==> src/rtl/difftest_int_wb_batcher.sv <==
// Integer-writeback difftest batcher.
// Samples up to NUM_PORTS writebacks per cycle, stamps them with a free-running
// cycle counter and queues each cycle's live writebacks as one FIFO entry that
// drains over a valid/ready stream towards the difftest transport.
module difftest_int_wb_batcher #(
    parameter int NUM_PORTS   = 2,
    parameter int ADDR_W      = 5,
    parameter int DATA_W      = 64,
    parameter int DEPTH       = 8,
    parameter int FILTER_ZERO = 1,
    parameter int TS_W        = 32
) (
    input  logic                          clock,
    input  logic                          reset,
    input  logic                          enable,
    input  logic [7:0]                    io_coreid,
    input  logic [NUM_PORTS-1:0]          in_valid,
    input  logic [NUM_PORTS*ADDR_W-1:0]   in_address,
    input  logic [NUM_PORTS*DATA_W-1:0]   in_data,
    output logic                          out_valid,
    input  logic                          out_ready,
    output logic [NUM_PORTS-1:0]          out_mask,
    output logic [NUM_PORTS*ADDR_W-1:0]   out_address,
    output logic [NUM_PORTS*DATA_W-1:0]   out_data,
    output logic [7:0]                    out_coreid,
    output logic [TS_W-1:0]               out_cycle,
    output logic [$clog2(DEPTH):0]        occupancy,
    output logic                          overflow,
    output logic [15:0]                   drop_count
);

    localparam int PTR_W  = $clog2(DEPTH);
    localparam int OCC_W  = PTR_W + 1;
    localparam int AW_ALL = NUM_PORTS * ADDR_W;
    localparam int DW_ALL = NUM_PORTS * DATA_W;
    localparam logic [OCC_W-1:0] DEPTH_OCC = OCC_W'(DEPTH);

    // A lane is live when capture is enabled, the port is valid and, with
    // zero filtering on, it does not target the hard-wired zero register.
    function automatic logic lane_live(input logic en, input logic vld,
                                       input logic [ADDR_W-1:0] addr);
        logic zero_hit;
        zero_hit = (FILTER_ZERO != 0) && (addr == '0);
        return en & vld & ~zero_hit;
    endfunction

    // Saturating increment for the drop counter.
    function automatic logic [15:0] sat_inc16(input logic [15:0] val);
        return (val == 16'hFFFF) ? val : val + 16'd1;
    endfunction

    // Entry storage, one slot per FIFO position.
    logic [NUM_PORTS-1:0] mem_mask   [DEPTH];
    logic [AW_ALL-1:0]    mem_addr   [DEPTH];
    logic [DW_ALL-1:0]    mem_data   [DEPTH];
    logic [7:0]           mem_coreid [DEPTH];
    logic [TS_W-1:0]      mem_cycle  [DEPTH];

    // Control state.
    logic [PTR_W-1:0] wr_ptr;
    logic [PTR_W-1:0] rd_ptr;
    logic [TS_W-1:0]  cycle_cnt;

    // Capture-side combinational values.
    logic [NUM_PORTS-1:0] cap_mask;
    logic [AW_ALL-1:0]    cap_addr;
    logic [DW_ALL-1:0]    cap_data;

    logic head_valid;
    logic deq;
    logic enq_req;
    logic has_room;
    logic enq_ok;
    logic drop;

    // Build the live mask; dead lanes carry zero address and data.
    always_comb begin
        cap_mask = '0;
        cap_addr = '0;
        cap_data = '0;
        for (int i = 0; i < NUM_PORTS; i++) begin
            if (lane_live(enable, in_valid[i], in_address[i*ADDR_W +: ADDR_W])) begin
                cap_mask[i]                   = 1'b1;
                cap_addr[i*ADDR_W +: ADDR_W]  = in_address[i*ADDR_W +: ADDR_W];
                cap_data[i*DATA_W +: DATA_W]  = in_data[i*DATA_W +: DATA_W];
            end
        end
    end

    // Handshake decisions. A full FIFO still accepts when the head leaves in
    // the same cycle; an empty FIFO can never dequeue.
    always_comb begin
        head_valid = (occupancy != '0);
        deq        = head_valid & out_ready;
        enq_req    = |cap_mask;
        has_room   = (occupancy < DEPTH_OCC);
        enq_ok     = enq_req & (has_room | deq);
        drop       = enq_req & ~enq_ok;
    end

    // Pointers, occupancy, cycle stamp and overflow bookkeeping.
    always_ff @(posedge clock) begin
        if (reset) begin
            wr_ptr     <= '0;
            rd_ptr     <= '0;
            occupancy  <= '0;
            cycle_cnt  <= '0;
            overflow   <= 1'b0;
            drop_count <= '0;
        end else begin
            cycle_cnt <= cycle_cnt + 1'b1;
            if (enq_ok) begin
                wr_ptr <= wr_ptr + 1'b1;
            end
            if (deq) begin
                rd_ptr <= rd_ptr + 1'b1;
            end
            case ({enq_ok, deq})
                2'b10:   occupancy <= occupancy + 1'b1;
                2'b01:   occupancy <= occupancy - 1'b1;
                default: occupancy <= occupancy;
            endcase
            if (drop) begin
                overflow   <= 1'b1;
                drop_count <= sat_inc16(drop_count);
            end
        end
    end

    // Entry write; payload storage needs no reset because occupancy gates it.
    always_ff @(posedge clock) begin
        if (enq_ok) begin
            mem_mask[wr_ptr]   <= cap_mask;
            mem_addr[wr_ptr]   <= cap_addr;
            mem_data[wr_ptr]   <= cap_data;
            mem_coreid[wr_ptr] <= io_coreid;
            mem_cycle[wr_ptr]  <= cycle_cnt;
        end
    end

    // Head presentation, forced to zero while the FIFO is empty.
    always_comb begin
        out_valid   = head_valid;
        out_mask    = '0;
        out_address = '0;
        out_data    = '0;
        out_coreid  = '0;
        out_cycle   = '0;
        if (head_valid) begin
            out_mask    = mem_mask[rd_ptr];
            out_address = mem_addr[rd_ptr];
            out_data    = mem_data[rd_ptr];
            out_coreid  = mem_coreid[rd_ptr];
            out_cycle   = mem_cycle[rd_ptr];
        end
    end

endmodule

==> config.mk <==
export PLATFORM = sky130hd
export DESIGN_NAME = difftest_int_wb_batcher
export DESIGN_NICKNAME = d
export VERILOG_FILES = /design/src/rtl/difftest_int_wb_batcher.sv
export SDC_FILE = /design/constraint.sdc
export NUM_CORES = 1
export LEC_CHECK = 0
export BUFFER_PORTS_ARGS = -buffer_cell sky130_fd_sc_hd__clkbuf_2
export CAP_MARGIN = 20
export CORE_MARGIN = 2
export CORE_UTILIZATION = 30
export DETAILED_ROUTE_END_ITERATION = 12
export PLACE_DENSITY = 0.48
export REMOVE_ABC_BUFFERS = 1
export SLEW_MARGIN = 20
export SYNTH_ARGS = -nofsm -noshare
export SYNTH_HDL_FRONTEND = slang
export SYNTH_SLANG_ARGS = --single-unit
==> constraint.sdc <==
create_clock -name clock -period 43.7 [get_ports clock]
set_input_delay 2.185 -clock clock [delete_from_list [all_inputs] [get_ports clock]]
set_output_delay 2.185 -clock clock [all_outputs]
set_load 0.01 [all_outputs]
After elaboration in Yosys (flattened, before gate mapping):

Memories as Yosys holds them, arrays and structs flattened. A register that Yosys moved wholly into a read port is not among the register bits.
Cells that the tools add are included.

* bits in registers: 59
* bits in writable memories: 1440
* word-level logic and storage cells: 63
* memories: 5

Memory list
* mem_data: words 8, bits a word 128, read ports 1, clocked after Yosys merged registers in 1, write ports 1, RTL line 55 `logic [DW_ALL-1:0] mem_data [DEPTH];`
* mem_cycle: words 8, bits a word 32, read ports 1, clocked after Yosys merged registers in 1, write ports 1, RTL line 57 `logic [TS_W-1:0] mem_cycle [DEPTH];`
* mem_addr: words 8, bits a word 10, read ports 1, clocked after Yosys merged registers in 1, write ports 1, RTL line 54 `logic [AW_ALL-1:0] mem_addr [DEPTH];`
* mem_coreid: words 8, bits a word 8, read ports 1, clocked after Yosys merged registers in 1, write ports 1, RTL line 56 `logic [7:0] mem_coreid [DEPTH];`
* mem_mask: words 8, bits a word 2, read ports 1, clocked after Yosys merged registers in 1, write ports 1, RTL line 53 `logic [NUM_PORTS-1:0] mem_mask [DEPTH];`

* mux-type cells: 24
* bitwise gates (word level): 12
* eq/ne operators: 3
* reductions and logical operators: 6
* $lt $le $gt $ge: 1
* $add $sub $neg: 6

Operators by type and width (number)
* $mux 128: 1
* $mux 64: 2
* $add 32x1->32 const B: 1
* $mux 32: 1
* $mux 3: 10
* $add 16x1->16 const B: 1
* $eq 16x16->1 const B: 1
* $logic_not 5->1: 2
* $mux 10: 1
* $mux 5: 2
* $mux 8: 1
* $pmux 4 s2: 1
* $and 1x1->1: 7
* $add 3x1->3 const B: 2
* $add 4x1->4 const B: 1
* $lt 4x4->1 const B: 1
* $mux 1: 4
* $not 1->1: 4
* $reduce_bool 4->1: 1
* $sub 4x1->4 const B: 1
* $eq 2x1->1 const B: 1
* $eq 2x2->1 const B: 1
* $mux 2: 1
* $reduce_and 2->1: 1
* other kinds (3): 3

Longest topological paths before layout:

Gate-level depths: netlist of the first run.

* word-level depth: 9
* depth in mapped cells: 12
* depth with buffers taken out: 10

Worst setup path after synthesis of the first run:

Ideal clock, no wire load.

* path kind: input -> register
* start point: input in_valid[0]
* end point: memory mem_addr[0][0] (netlist name), enable pin
* required time: 42.539 ns
* stages on the path: 4
* data arrival time: 19.586 ns
* path buffers: 0
* slack: 22.953 ns
* path through: and2_1 o21a_1 o22ai_2 nor4_1

* cells in the longest elaborated chain, start to end: 7

RTL lines
* start: declaration: RTL line 17 `input logic [NUM_PORTS-1:0] in_valid,`
* $and 1x1->1 (2 in a row): RTL line 44 `return en & vld & ~zero_hit;`
* $mux 1: RTL line 82 `if (lane_live(enable, in_valid[i], in_address[i*ADDR_W +: ADDR_W])) begin`
* $reduce_or 2->1: RTL line 95 `enq_req = |cap_mask;`
* $and 1x1->1: RTL line 97 `enq_ok = enq_req & (has_room | deq);`
* $mux 1: RTL line 132 `if (enq_ok) begin`
* $mux 1 (implied by the code): RTL line 134 `mem_addr[wr_ptr] <= cap_addr;`
* end: declaration: RTL line 54

No other way between the ends.

==> results.cfg, run 1 <==
[run_status]
status = finished clean

[worst_setup_path]
cp.required_ps = 41510
path_max_fanout = 43
cp-start-kind = flip-flop
arrival_ps = 5840
end_kind = primary output
worstSetupPathType = reg -> out
rrSetupSlack_ps = 39350

[sta]
rsz0062_at_grt = no
relSlewSlack_pct = 28.8
min_period_ps = 8030
hold_viol = 0
min_period_over_period_pct = 18.4
whs_ps = 476
final-setup-viol-count = 0
tns_ps = 0
worstMarginPinSlew_ps = 1040
drv_slew = 0
max_freq_ghz = 0.125
skew_ps = 20.4

[die]
chipHeight_um = 444
rows = 161
io_pins = 354
start_util_pct = 30.2
die_w_um = 444
core_sq_mm = 0.193
dieArea_sq_mm = 0.197

[logic_synthesis]
syn_avg_cell_area_sq_um = 21.0
ys_ff_latch = 1502
yosysWarningCount = 0
netlist_instances = 2771
syn_area_sq_mm = 0.0582
yosys.area.top_type = edfxtp_1
synth_edf_count = 1440
synth-main-ff-cell = edfxtp_1
yosys-top-cells-area = edfxtp_1 74%, mux4_2 14%, mux2i_1 3.2%
ys_types = 45
synthArstFlopShare_pct = 0
netlist.area_leader.share_pct = 74.3
yosysSeqAreaShare_pct = 76.5

[placement]
place_inst = 5561
place_congestion = 0.712
portBuffers = 353
placed_area_sq_mm = 0.0631
hpwl_mm = 77.7

[power]
vdd_drop_max_v = 0.0000361
comb_power_share_pct = 18.4
switchingPower_uw = 988
pwr-share-clk_pct = 36.0
p_int_uw = 2640
p_seq_share_pct = 45.6
p_leak_uw = 0.0217
switching_share_pct = 27.3
p_per_area_mw_per_mm2 = 53.1

[cells_and_area]
n_fill_cell = 18000
final_area_sq_mm = 0.0682
layout.nets = 3362
layout-drive-gt1-share_pct = 30.4
final_util_pct = 35.4
area_delta_synth_final_pct = 17.2
fin_cells = 5871

[run]
cap_violations = 0

[drt]
wl_met3_mm = 5.36
post_drt_wl_per_cell_um = 23.9
drcViolationCount = 0
final_antenna_net_count = 0
wl_met1_mm = 61.1
maxUsedRoutingLayer = met5
drt_first_pass_iters = 5
drt-total-wl_mm = 140
drt_iter0_drc = 2138
viasPerCell = 4.69
vias = 27600
route.met2.wl_mm = 70.8

[clock_tree]
cts_made_buffers = 166
htreeDepth = 4
cts_hold_buf = 0
clk_latency_ps = 810
clk_pin_slew_ps = 60
clkSinkCount = 1502
clk_path_buf_depth = 3
cts_tree = yes
cts_resized = 0
post_cts_buffers = 0
clockRootBuffer = clkbuf_16

[global_routing]
grt_pass1_wl_mm = 205
grt_pass1_vias = 29600
grt_use_total_pct = 14.2
grt_max_degree = 132
grt.overflow.total = 0
antenna_found_initial = 11

[min_path]
hp-class = reg -> reg
[worst paths after layout]
kind | cells after the start | from | endpoint
worst min register to register | 2 | overflow | overflow
worst max register to register | 6 | occupancy[3] | mem_data[3][52]
worst min-delay path | 2 | overflow | overflow
worst max-delay path | 8 | flip-flop | out_data[10]
[through the flow]
step                setup slack, ps  power [uW]
finish                        35670        3620
floorplan                     21900        2300
global placement              36100        2380
global route                  34980        3780
CTS                           35190        3700
detailed placement            36120        2380
[metal layers]
metal,global-route usage (%),vias to the layer above
met3,2.62,176
met1,18.6,14700
met4,4.37,2
li1,-,12200
met5,0,-
met2,23.8,532
[cell type report]
cell class	instances	area, sq um	area share, %
clock inverters	79	611	0.895
diodes	11	27.5	0.0404
well taps	2526	3160	4.63
repair buffers	411	2280	3.34
multi-input cells	1111	13100	19.2
inverters	11	41.3	0.0605
flip-flops and latches	1502	44500	65.2
clock buffers	220	4470	6.55
[cell families (layout without fill, tap and decap cells)]
group           after synthesis  after routing  share of synthesized area [%]
flops                      1502           1502                           76.5
mux                         546            546                           17.1
simple gates                475            475                           4.06
buf+inv                     158            721                           1.09
xor+xnor                     44             44                          0.662
compound gates               39             39                          0.426
fa+ha+maj                     7              7                          0.151
other cells                   0             11                              0
[cells in the mapped netlist (all sizes together), types with 17 or more instances]
cell / instances
and2: 132
buf: 71
clkbuf: 76
dfxtp: 62
edfxtp: 1440
mux2i: 184
mux4: 360
nand2: 18
nand3: 18
nand4: 17
nor2: 237
xnor2: 20
xor2: 24
[placed cells by master, fill, tap and decap left out, types with 12 or more instances in the layout]
cell / synthesis / routed
edfxtp_1: 1440 / 1440
mux4_2: 360 / 360
clkbuf_2: 0 / 353
nor2_1: 237 / 234
mux2i_1: 184 / 184
clkbuf_16: 0 / 168
and2_1: 132 / 132
dfxtp_1: 62 / 59
buf_4: 0 / 52
clkbuf_1: 76 / 45
clkinv_1: 0 / 34
xor2_1: 24 / 24
clkinv_2: 0 / 22
xnor2_1: 20 / 20
nand2_1: 18 / 18
nand3_1: 18 / 18
nand4_1: 15 / 15
and3_1: 14 / 14
a21oi_1: 12 / 12
[sequential cells by signal (all words and copies together) (netlist names), named ones only]
| register | flops |
|---|---|
| mem_addr | 80 |
| wr_ptr | 3 |
| mem_data | 1024 |
| overflow | 1 |
| occupancy | 4 |
| mem_mask | 16 |
| drop_count | 16 |
| mem_coreid | 64 |
| rd_ptr | 3 |
| cycle_cnt | 32 |
| mem_cycle | 256 |
[power groups by stage]
stage               Sequential (uW)  Combinational [uW]  Clock, uW
floorplan                      1750                 546          0
global placement               1680                 693          0
detailed placement             1680                 693          0
CTS                            1650                 694       1350
global route                   1660                 723       1400
finish                         1650                 665       1300
[critical path, stage by stage, from the launching register on]
cell and delay [ps]:
dfxtp_4 650, buf_4 700, buf_4 730, buf_4 800, buf_4 840, mux4_2 600, mux2i_1 300, nor2_1 70
clkbuf_2 160
Power figures use the tool's default switching activity.
==> run 2, diff against run 1 <==
- ABC_AREA: unset -> 1
- clock period: 43.7 -> 8.1 ns (I/O delays scaled with it)
==> run 2 against run 1 <==
Clock power rose to 5.6 times the previous value. Sequential share of layout area fell by 2.3 points. Largest power group unchanged. Global-route usage rose by 1.8 points. Register-to-register slack got worse by 35000 ps. Synthesized area rose by 4.2%.
==> results.cfg, run 2 <==
[run_status]
status = finished clean

[sta]
fin_ws_ps = 3310
min_period_over_period_pct = 59.1
max_freq_ghz = 0.209
relSlewSlack_pct = 25.3
drv_slew = 0
hold_viol = 0
final-setup-viol-count = 0
rsz0062_at_grt = no
min_period_ps = 4790
tns_ps = 0
skew_ps = 27.3
worstMarginPinSlew_ps = 1120

[logic_synthesis]
ys_ff_latch = 1502
synth-main-ff-cell = edfxtp_1
yosysWarningCount = 0
synthArstFlopShare_pct = 0
synth_commonest_cells = 1,673 x nor2_1, 1,440 x edfxtp_1, 535 x o21ai_0, 380 x o21ai_1, 189 x inv_1
ys_types = 33
netlist.area_leader.share_pct = 71.3
synth_edf_count = 1440
yosys.area.top_type = edfxtp_1
yosys-top-cells-area = edfxtp_1 71%, nor2_1 10%, o21ai_0 4.4%
syn_area_sq_mm = 0.0606
syn_avg_cell_area_sq_um = 12.0
yosysMostFrequentCell = nor2_1
netlist_instances = 5057
yosysSeqAreaShare_pct = 73.4

[drt]
post_drt_wl_per_cell_um = 20.5
drt_first_pass_iters = 5
vias = 39000
drt-total-wl_mm = 168
drt_iter0_drc = 2744
drcViolationCount = 0
viasPerCell = 4.76
final_antenna_net_count = 0

[run]
cap_violations = 0

[die]
rows = 165
chipHeight_um = 454
dieArea_sq_mm = 0.206
die_w_um = 454
start_util_pct = 30.1
core_sq_mm = 0.201
io_pins = 354

[power]
p_leak_uw = 0.0245
vdd_drop_max_v = 0.000247
power_uw = 22600
p_per_area_mw_per_mm2 = 320

[clock_tree]
clk_latency_ps = 800
clk_path_buf_depth = 3
htreeDepth = 4
clkSinkCount = 1502
post_cts_buffers = 0
clk_pin_slew_ps = 60
clockRootBuffer = clkbuf_16
cts_tree = yes
cts_made_buffers = 163
cts_resized = 0

[global_routing]
grt_max_degree = 221
antenna_found_initial = 4
grt.overflow.total = 0
grt_pass1_vias = 37900
grt_pass1_wl_mm = 247
grt_use_total_pct = 16.0

[cells_and_area]
largest_reg_flops = 1024
fin_cells = 8189
layout-drive-gt1-share_pct = 11.7
layout.nets = 5540
area_delta_synth_final_pct = 16.7
layout_commonest_cell = nor2_1
final_util_pct = 35.1
final_cell_mix = 1,665 x nor2_1, 1,440 x edfxtp_1, 535 x o21ai_0
regMostFlops = mem_data
reg_top3 = mem_data: 1024 flops, mem_cycle: 256 flops, mem_addr: 80 flops

[worst_setup_path]
path_max_fanout = 56
cp.required_ps = 7700
arrival_ps = 4380
cpLargestDelayFamily = buffers and inverters
path_cells = nor2_1, nand2_4, buf_4, buf_4, o21ai_0, nor2_1, clkbuf_2
slowest_delay_ps = 800
cp_slowest_cell = buf_4
end_kind = primary output
cp-start-kind = flip-flop
critical_path_buf_inv_count = 3
worstSetupPathType = reg -> out

[placement]
place_congestion = 0.750
place_ws_ps = 3800
hpwl_mm = 88.1
place_inst = 7815
portBuffers = 353

[min_path]
hp-class = in -> reg
## run 2: cell count changes after synthesis, moves of 180 or more
cell / previous run / this run
nor2_1: 237 / 1673
o21ai_0: 10 / 535
o21ai_1: 0 / 380
mux4_2: 360 / 0
mux2i_1: 184 / 0
o32ai_1: 0 / 180
## run 2: routing by layer
metal | up-vias | global-route usage (%) | wire (um)
met5 | - | 0 | 12
li1 | 18600 | - | -
met1 | 19400 | 21.3 | 76300
met3 | 202 | 2.75 | 6570
met2 | 725 | 26.7 | 81000
met4 | 2 | 4.48 | 4140
## run 2: power by group
part | internal (uW) | switching (uW) | total [uW]
registers | 8890 | 179 | 9070
clock network | 4200 | 3040 | 7240
logic | 1890 | 4410 | 6300
## run 2: kinds of logic (layout without fill, tap and decap cells)
family | count (synthesis) | after routing | share of synthesized area, %
adders and majority gates | 7 | 7 | 0.144
other | 0 | 1 | 0
xor gates and xnor gates | 14 | 14 | 0.202
and+or+nand+nor | 1881 | 1881 | 11.9
AOI/OAI and AO/OA | 1141 | 1141 | 10.5
buffers and inverters | 512 | 971 | 3.86
DFF | 1502 | 1502 | 73.4
## run 2: stage by stage
stage	cell area, sq um	hold WS [ps]
finish	70700	61.8
global route	70700	38.7
CTS	70700	0.446
detailed placement	64800	453
global placement	64800	441
floorplan	59000	433
## run 2: worst register-to-register path, stage by stage (launching register included)
cell     delay [ps]
dfxtp_1         420
nor2_1          110
nand2_4         550
nand2_1         210
nand2_1         170
nand2_1         170
inv_1           120
nand2_1         220
nor2_4          290
buf_4           600
buf_4           840
## run 2: what timing repair did
action,4_1_cts,5_1_grt
hold buffers,73,0
endpoints found under the hold margin,549,0
endpoints found under the setup margin,0,0
## run 2: worst paths after layout
check	from	endpoint	slack [ps]	cells after the start
worst max-delay path	occupancy[1]	out_data[123]	3310	7
worst min-delay path	in_data[40]	mem_data[0][40]	60	3
worst max register to register	occupancy[1]	mem_data[1][109]	3940	10
worst min register to register	rd_ptr[2]	flip-flop	460	2
## run 2: layout make-up
| type | instances | area (sq um) |
|---|---|---|
| Tap cell | 2672 | 3340 |
| Clock buffer | 210 | 4380 |
| Fill cell | 20100 | 131000 |
| Timing Repair Buffer | 479 | 3100 |
| Inverter | 192 | 744 |
| Multi-Input combinational cell | 3043 | 13900 |
| Clock inverter | 90 | 795 |
| Sequential cell | 1502 | 44500 |
| Antenna cell | 1 | 2.50 |
